### config.mk
export PLATFORM = sky130hd
export DESIGN_NAME = exec_muldiv
export DESIGN_NICKNAME = d
export VERILOG_FILES = /design/src/rtl/exec_muldiv.sv
export SDC_FILE = /design/constraint.sdc
export NUM_CORES = 1
export LEC_CHECK = 0
export ABC_AREA = 1
export BUFFER_PORTS_ARGS = -buffer_cell sky130_fd_sc_hd__buf_2
export CELL_PAD_IN_SITES_DETAIL_PLACEMENT = 0
export CELL_PAD_IN_SITES_GLOBAL_PLACEMENT = 1
export CORE_MARGIN = 2
export CORE_UTILIZATION = 46
export CTS_CLUSTER_DIAMETER = 40
export DETAILED_ROUTE_END_ITERATION = 8
export PLACE_DENSITY = 0.86
export RECOVER_POWER = 25
export SYNTH_ARGS = -nofsm -noshare
export SYNTH_HDL_FRONTEND = slang
export SYNTH_SLANG_ARGS = --single-unit
### constraint.sdc
create_clock -name clk -period 8.9 [get_ports clk]
set_clock_uncertainty 0.1 [all_clocks]
set_input_delay 0.445 -clock clk [delete_from_list [all_inputs] [get_ports clk]]
set_output_delay 0.445 -clock clk [all_outputs]
set_load 0.005 [all_outputs]
### src/rtl/exec_muldiv.sv
// -----------------------------------------------------------------------------
// exec_muldiv
//   Iterative integer multiply/divide unit for the execute stage. It retires
//   STEP bits per cycle: shift-add for multiply and restoring division for
//   divide. Both datapaths work on operand magnitudes and fix the sign at the
//   end.
//
//   Build option:
//     MULDIV_DIV_EN  defined   -> all eight funct3 ops are implemented.
//                    undefined -> no divider datapath. Ops 4..7 complete in
//                                 one cycle with result=0 and illegal=1.
//
//   Ports:
//     clk       in   clock; all state changes on the rising edge
//     rstn      in   asynchronous active-low reset
//     start     in   request valid; sampled only in IDLE
//     op[2:0]   in   funct3: MUL, MULH, MULHSU, MULHU, DIV, DIVU, REM, REMU
//     rs1_data  in   operand 1 (multiplier / dividend); latched on accept
//     rs2_data  in   operand 2 (multiplicand / divisor); latched on accept
//     flush     in   abort; returns to IDLE on the next edge without done
//     busy      out  high while iterating (pipeline stall)
//     done      out  one-cycle pulse; result is valid
//     result    out  registered result; held until the next done
//     illegal   out  valid with done; op is not supported in this build
// -----------------------------------------------------------------------------
module exec_muldiv #(
   parameter int XLEN = 32,
   parameter int STEP = 1
) (
   input  logic            clk,
   input  logic            rstn,
   input  logic            start,
   input  logic [2:0]      op,
   input  logic [XLEN-1:0] rs1_data,
   input  logic [XLEN-1:0] rs2_data,
   input  logic            flush,
   output logic            busy,
   output logic            done,
   output logic [XLEN-1:0] result,
   output logic            illegal
);

   localparam int NITER = XLEN / STEP;
   localparam int CW    = $clog2(NITER + 1);
   localparam logic [CW-1:0] CNT_INIT = CW'(NITER);
`ifdef MULDIV_DIV_EN
   localparam logic [XLEN-1:0] MOST_NEG = {1'b1, {(XLEN-1){1'b0}}};
`endif

   typedef enum logic [1:0] {S_IDLE, S_CALC, S_DONE} state_t;

   state_t            r_state;
   logic [CW-1:0]     r_cnt;
   logic [2:0]        r_op;
   logic [XLEN-1:0]   r_hi;      // product high half / partial remainder
   logic [XLEN-1:0]   r_lo;      // multiplier bits / dividend-then-quotient
   logic [XLEN-1:0]   r_b;       // multiplicand / divisor magnitude
   logic              r_neg;     // negate the final magnitude
   logic              r_busy;
   logic              r_done;
   logic [XLEN-1:0]   r_result;
   logic              r_illegal;

   logic              w_a_sgn, w_b_sgn, w_a_neg, w_b_neg, w_neg;
   logic [XLEN-1:0]   w_a_mag, w_b_mag;
   logic [XLEN:0]     w_sum;
   logic [XLEN-1:0]   w_hi_it, w_lo_it;
   logic [2*XLEN-1:0] w_prod, w_prod_s;
   logic [XLEN-1:0]   w_res;
`ifdef MULDIV_DIV_EN
   logic [XLEN:0]     w_rem;
   logic [XLEN-1:0]   w_dmag;
`endif

   assign busy    = r_busy;
   assign done    = r_done;
   assign result  = r_result;
   assign illegal = r_illegal;

   // Operand signedness by op, magnitudes and sign of the final result.
   always_comb begin
      w_a_sgn = 1'b0;
      w_b_sgn = 1'b0;
      case (op)
         3'd1: begin w_a_sgn = 1'b1; w_b_sgn = 1'b1; end
         3'd2: w_a_sgn = 1'b1;
`ifdef MULDIV_DIV_EN
         3'd4, 3'd6: begin w_a_sgn = 1'b1; w_b_sgn = 1'b1; end
`endif
         default: ;
      endcase
      w_a_neg = w_a_sgn & rs1_data[XLEN-1];
      w_b_neg = w_b_sgn & rs2_data[XLEN-1];
      w_a_mag = w_a_neg ? -rs1_data : rs1_data;
      w_b_mag = w_b_neg ? -rs2_data : rs2_data;
      // The remainder takes the dividend's sign; every other result takes the
      // xor of the operand signs.
      w_neg   = (op[2] & op[1]) ? w_a_neg : (w_a_neg ^ w_b_neg);
   end

   // One CALC cycle: STEP single-bit iterations chained combinationally.
   always_comb begin
      w_sum   = '0;
      w_hi_it = r_hi;
      w_lo_it = r_lo;
`ifdef MULDIV_DIV_EN
      w_rem   = '0;
`endif
      for (int j = 0; j < STEP; j++) begin
`ifdef MULDIV_DIV_EN
         if (r_op[2]) begin
            // The partial remainder stays below the divisor, so bit XLEN of
            // the trial difference is exactly the borrow.
            w_rem   = {w_hi_it, w_lo_it[XLEN-1]};
            w_sum   = w_rem - {1'b0, r_b};
            w_hi_it = w_sum[XLEN] ? w_rem[XLEN-1:0] : w_sum[XLEN-1:0];
            w_lo_it = {w_lo_it[XLEN-2:0], ~w_sum[XLEN]};
         end else
`endif
         begin
            w_sum   = {1'b0, w_hi_it} + (w_lo_it[0] ? {1'b0, r_b} : '0);
            w_hi_it = w_sum[XLEN:1];
            w_lo_it = {w_sum[0], w_lo_it[XLEN-1:1]};
         end
      end
   end

   // Final result from the last iteration, with the sign applied.
   always_comb begin
      w_prod   = {w_hi_it, w_lo_it};
      w_prod_s = r_neg ? -w_prod : w_prod;
      w_res    = (r_op == 3'd0) ? w_prod_s[XLEN-1:0] : w_prod_s[2*XLEN-1:XLEN];
`ifdef MULDIV_DIV_EN
      w_dmag   = r_op[1] ? w_hi_it : w_lo_it;
      if (r_op[2])
         w_res = r_neg ? -w_dmag : w_dmag;
`endif
   end

   always_ff @(posedge clk or negedge rstn) begin
      if (!rstn) begin
         r_state   <= S_IDLE;
         r_cnt     <= '0;
         r_op      <= '0;
         r_hi      <= '0;
         r_lo      <= '0;
         r_b       <= '0;
         r_neg     <= 1'b0;
         r_busy    <= 1'b0;
         r_done    <= 1'b0;
         r_result  <= '0;
         r_illegal <= 1'b0;
      end else if (flush) begin
         r_state <= S_IDLE;
         r_cnt   <= '0;
         r_busy  <= 1'b0;
         r_done  <= 1'b0;
      end else begin
         case (r_state)
            S_IDLE: begin
               r_done <= 1'b0;
               if (start) begin
                  r_op  <= op;
                  r_hi  <= '0;
                  r_lo  <= w_a_mag;
                  r_b   <= w_b_mag;
                  r_neg <= w_neg;
                  r_cnt <= CNT_INIT;
`ifdef MULDIV_DIV_EN
                  if (op[2] && rs2_data == '0) begin
                     r_state   <= S_DONE;
                     r_done    <= 1'b1;
                     r_result  <= op[1] ? rs1_data : '1;
                     r_illegal <= 1'b0;
                  end else if (op[2] && !op[0] && rs1_data == MOST_NEG && rs2_data == '1) begin
                     r_state   <= S_DONE;
                     r_done    <= 1'b1;
                     r_result  <= op[1] ? '0 : rs1_data;
                     r_illegal <= 1'b0;
                  end else begin
                     r_state <= S_CALC;
                     r_busy  <= 1'b1;
                  end
`else
                  if (op[2]) begin
                     r_state   <= S_DONE;
                     r_done    <= 1'b1;
                     r_result  <= '0;
                     r_illegal <= 1'b1;
                  end else begin
                     r_state <= S_CALC;
                     r_busy  <= 1'b1;
                  end
`endif
               end
            end
            S_CALC: begin
               r_hi  <= w_hi_it;
               r_lo  <= w_lo_it;
               r_cnt <= r_cnt - 1'b1;
               if (r_cnt == CW'(1)) begin
                  r_state   <= S_DONE;
                  r_busy    <= 1'b0;
                  r_done    <= 1'b1;
                  r_result  <= w_res;
                  r_illegal <= 1'b0;
               end
            end
            default: begin
               r_state <= S_IDLE;
               r_done  <= 1'b0;
            end
         endcase
      end
   end

endmodule

# Word level (Yosys, flattened, before mapping)
# Cells that the tools add are included.
totals:
  wordCells: 79
  in_bits: 71
  out_inout_bits: 35
  regBits: 143
op_classes:
  reduce_logical: 11
  bitwise: 5
  n_mux: 37
  add_sub_neg: 5
  eq_ne: 10
ops:
  columns: ["op", "n"]
  rows:
  - ["$mux W32", 9]
  - ["$pmux W32 S2", 3]
  - ["$mux W64", 1]
  - ["$neg A32 Y32", 2]
  - ["$neg A64 Y64", 1]
  - ["$add A32 B32 Y33", 1]
  - ["$mux W1", 13]
  - ["$mux W6", 2]
  - ["$pmux W6 S2", 1]
  - ["$ne A3 B3 Y1 const B", 3]
  - ["$mux W2", 4]
  - ["$eq A6 B1 Y1 const B", 1]
  - ["$ne A2 B2 Y1 const B", 3]
  - ["$pmux W1 S2", 3]
  - ["$reduce_and A3 Y1", 2]
  - ["$sub A6 B1 Y6 const B", 1]
  - ["$reduce_and A5 Y1", 1]
  - ["$pmux W2 S2", 1]
  - ["$reduce_and A2 Y1", 2]
  - ["$reduce_and A4 Y1", 1]
  - ["$and A1 B1 Y1", 3]
  - ["$eq A3 B1 Y1 const B", 1]
  - ["$eq A3 B2 Y1 const B", 1]
  - ["$logic_not A3 Y1", 1]
  - ["other kinds (7)", 7]

# Longest topological paths before layout
logic_depth:
  word_depth: 7
  ltp_mapped: 26
  depth_no_buf: 24

# Least setup slack after synthesis
# No wires, ideal clock.
synth_timing:
  path_type: "register to register"
  startpoint: "reg r_lo[0]"
  endpoint: "reg r_result[31], in the netlist result[31]"
  path_buffers: 2
  required_ps: 8683
  path_slack_ps: 5900
  synth_period_minus_slack_ps: 3000
  setup_time_ps: 117
  arrival_ps: 2783
  path_stages_with_launch: 23
  path_cell_list: "dfrtp_1 > clkbuf_1 > clkbuf_1 > nand2_1 > inv_1 > ha_1 > fa_1 > nand3_1 > nand3_2 > xnor2_2 > inv_1 > nor2_2 > nand2_1 > nor2_2 > nand2_2 > nor2_4 > nand3_1 > nand2_2 > nand2_1 > nand2_1 > nand3_1 > nand2_1 > nand2_1"
synth_via:
  elab_chain_cells: 7
synth_rtl:
  columns: ["item", "line_no", "source"]
  rows:
  - ["start, declared", "56", "logic [XLEN-1:0] r_lo;"]
  - ["start signal, assigned", "165", "r_lo <= w_a_mag;"]
  - ["start signal, assigned", "199", "r_lo <= w_lo_it;"]
  - ["$mux W32 *", "121", "w_sum = {1'b0, w_hi_it} + (w_lo_it[0] ? {1'b0, r_b} : '0);"]
  - ["$add A32 B32 Y33 *", "121", null]
  - ["$neg A64 Y64", "131", "w_prod_s = r_neg ? -w_prod : w_prod;"]
  - ["$mux W64 *", "131", null]
  - ["$mux W32 *", "132", "w_res = (r_op == 3'd0) ? w_prod_s[XLEN-1:0] : w_prod_s[2*XLEN-1:XLEN];"]
  - ["$mux W32 *", "201", "if (r_cnt == CW'(1)) begin"]
  - ["$pmux W32 S2 *", "159", "case (r_state)"]
  - ["end signal, assigned", "205", "r_result <= w_res;"]
  - ["end, declared", "61", "logic [XLEN-1:0] r_result;"]
# Mark *: on every way between the ends. The rest lies on a longest branch, timed or not. The select of a mux whose other input is x is not followed.
# A chain may end at the register's enable or synchronous reset.

==> flow_summary.json <==
{
  "status": "finished with violations",
  "failed_checks": "max-capacitance violations, max-slew violations",
  "cts_sinks": 143,
  "placedCellCount": 2334,
  "drcViolationCount": 0,
  "grt_start_max_net_pins": 77,
  "cp-start-kind": "input pin",
  "cts_resized": 0,
  "post-route-min-period_ps": 5060,
  "hold_path.class": "input pin to register",
  "finalCritPeriodShare_pct": 56.9,
  "cts_buffers": 17,
  "fin_nets": 2128,
  "post_drt_wl_per_cell_um": 16.9,
  "worstPathArrival_ps": 4120,
  "ant_nets": 0,
  "worstPathRequired_ps": 7960,
  "drtIter0Drc": 1098,
  "die_w_um": 166,
  "fin_util_pct": 51.9,
  "ys_types": 50,
  "clk_pin_slew_worst_paths_ps": 60,
  "cts_root_buffer": "clkbuf_16",
  "yosys_most_used_dff": "dfrtp_1",
  "max_freq_mhz": 198,
  "min_to": "r_state[0]$_DFFE_PN0P_",
  "io_buffers": 105,
  "worstSetupPathType": "input pin to asynchronous set/reset pin",
  "min_path_cells": 2,
  "worst_path_largest_cell_delay_ps": 3050,
  "highest_layer": "met4",
  "dpl.hpwl_um": 30900,
  "end_kind": "asynchronous set/reset pin",
  "tightest_slew_ps": 4390,
  "yosysTopAreaCell": "dfrtp_1",
  "grt_pass1_wl_um": 64700,
  "fin_cells": 2366,
  "synth.area.top_cells": "dfrtp_1 (30%), nand2_1 (19%), inv_1 (8.0%), o21ai_0 (7.6%), nor2_1 (5.5%)",
  "antenna_cells": 0,
  "r2r_start": "r_lo[0]$_DFFE_PN0P_",
  "rsz0062_at_grt": "false",
  "leakage_uw": 0.00731,
  "synth_top_area_share_pct": 29.5,
  "synth_most_common_cell": "nand2_1",
  "core_area_um2": 26000,
  "ys_top_cells_by_count": "nand2_1 (616), inv_1 (258), o21ai_0 (184)",
  "via_per_inst": 5.44,
  "synthToLayoutAreaGrowth_pct": 11.4,
  "place.gp.congestion": 0.939,
  "drive_gt1_share_pct": 11.4,
  "insertion_delay_ps": 440,
  "power_density_nw_per_um2": 216,
  "cp.buffers_inverters": 2,
  "async_flop_share_pct": 100,
  "met2_length_um": 17500,
  "die_area_um2": 27600,
  "critPathTopFamily": "buffers and inverters",
  "setup_violations": 0,
  "firstDrtPassIters": 6,
  "seq_area_frac_synth_pct": 29.5,
  "setup_tns_ps": 0,
  "max_slew_margin_pct": -193,
  "reg2reg_to": "result[28]$_DFFE_PN0P_",
  "worstHoldStart": "op[2]",
  "path_cells": "dlygate4sd3_1 > clkbuf_1",
  "hold_viol_final": 0,
  "grt-ovfl-total": 0,
  "initial_core_util_pct": 46.6,
  "slowest_stage": "clkbuf_1",
  "peakVddDrop_mv": 0.114,
  "synth-edff-count": 0,
  "wl_met3_um": 2180,
  "antenna_found_initial": 0,
  "reg2regPathDepth": 16,
  "mappedNetlistNets": 2050,
  "ys_ff_latch": 143,
  "wl_met1_um": 19000,
  "die_h_um": 166,
  "syn_inst": 1941,
  "maxSlewViolCount": 77,
  "critPathMaxFanout": 76,
  "reg2reg_setup_slack_ps": 5060,
  "postSynthAreaPerCell_um2": 6.24,
  "postCtsSetupRepairBufs": 0,
  "ios": 106,
  "wl_um": 40000,
  "grt_pass1_vias": 11900,
  "yosys_warnings": 0,
  "tritoncts": "yes",
  "crit_cells": 2,
  "cts_max_path_buffers": 2,
  "maxCapViolCount": 1,
  "grtUsageTotal_pct": 29.2,
  "syn-cell-area_um2": 12100,
  "cts_max_level": 4,
  "vias": 12900,
  "rows": 59
}
[flip-flops by register name (all words and copies together), names as in the netlist]
name and count:
r_lo 32, r_op 3, r_b 32, r_state 2, r_cnt 6, done 1, busy 1, illegal 1
r_hi 32, r_neg 1, result 32
[worst max-delay path by stage]
stage                         from  slack, ps                     end
4_1_cts        r_lo[0]$_DFFE_PN0P_       5100  result[29]$_DFFE_PN0P_
5_1_grt                       rstn       2780       r_neg$_DFFE_PN0P_
2_1_floorplan  r_lo[0]$_DFFE_PN0P_       5900  result[31]$_DFFE_PN0P_
3_5_place_dp   r_lo[0]$_DFFE_PN0P_       5110  result[29]$_DFFE_PN0P_
3_3_place_gp   r_lo[0]$_DFFE_PN0P_       5170  result[29]$_DFFE_PN0P_
6_report                      rstn       3840       r_neg$_DFFE_PN0P_
[per-stage QoR]
stage               setup WS [ps]  total power (µW)  cell area, µm²  hold WS [ps]
floorplan                    5900              1750           12100          49.4
global placement             5170              2130           12900           360
detailed placement           5110              2150           12900           360
CTS                          5100              2900           13500           153
global route                 2780              3120           13500           176
finish                       3840              2910           13500           159
[report_power, final]
part	total [µW]	leakage, µW	internal [µW]	switching, µW
combinational	1260	0.00518	393	869
clock	753	0.000276	430	323
sequential	895	0.00185	771	124
total	2910	0.00731	1590	1320
[repair_timing]
item	4_1_cts	5_1_grt
hold buffers	1	0
setup endpoints to repair	0	0
endpoints found under the hold margin	26	0
[routing by layer]
metal	vias up	global-route usage (%)
met3	65	3.41
met1	5955	42.3
met5	-	0
met2	431	45.4
met4	0	10.1
li1	6419	-
[layout by cell type, fill, tap and decap left out, types with 3 or more instances in the layout]
master      synthesis  routed
clkinvlp_4          0       4
inv_1             258     258
nand2_1           616     616
a21o_1              3       3
a211oi_1            3       3
a32o_1              4       4
nor3_2              3       4
ha_1               37      37
nor4_1              5       5
nor3_1             29      28
nand2_2            30      30
o22ai_1             3       3
o21ai_1             7       7
nor2_2             22      23
a21oi_1            91      91
clkinv_1            3       3
xnor2_1             7       7
buf_4               0       9
o311ai_0            3       3
inv_2               5       5
clkbuf_16           0      17
nor2_1            177     175
o211ai_1           19      19
nand4_1            24      24
buf_2               3     103
xor2_1             34      34
o31ai_1             8       8
o21ai_0           184     184
a31oi_1             7       7
inv_6               0       4
nand3b_1           16      16
dfrtp_1           143     142
or2_2               4       4
nor2_4              5       6
nand3_1           107     106
clkbuf_1           46       3
nand3_2             7       8
[area by class of cell]
class                           instances  area, µm²
Inverter                              266        998
Clock inverter                         11        130
Tap cell                              335        419
Sequential cell                       143       3580
Clock buffer                           20        457
Multi-Input combinational cell       1476       7310
Timing Repair Buffer                  115        601
Fill cell                            2807      12500
[cells by family (layout without fill, tap and decap cells)]
| logic type | count (synthesis) | after routing | share of synthesized area, % |
|---|---|---|---|
| simple gates | 1053 | 1053 | 37.6 |
| compound gates | 343 | 343 | 15.5 |
| buf+inv | 322 | 412 | 10.3 |
| flops | 143 | 143 | 29.5 |
| xor+xnor | 42 | 42 | 3.10 |
| fa+ha+maj | 38 | 38 | 3.99 |
(Power assumes the default switching activity.)
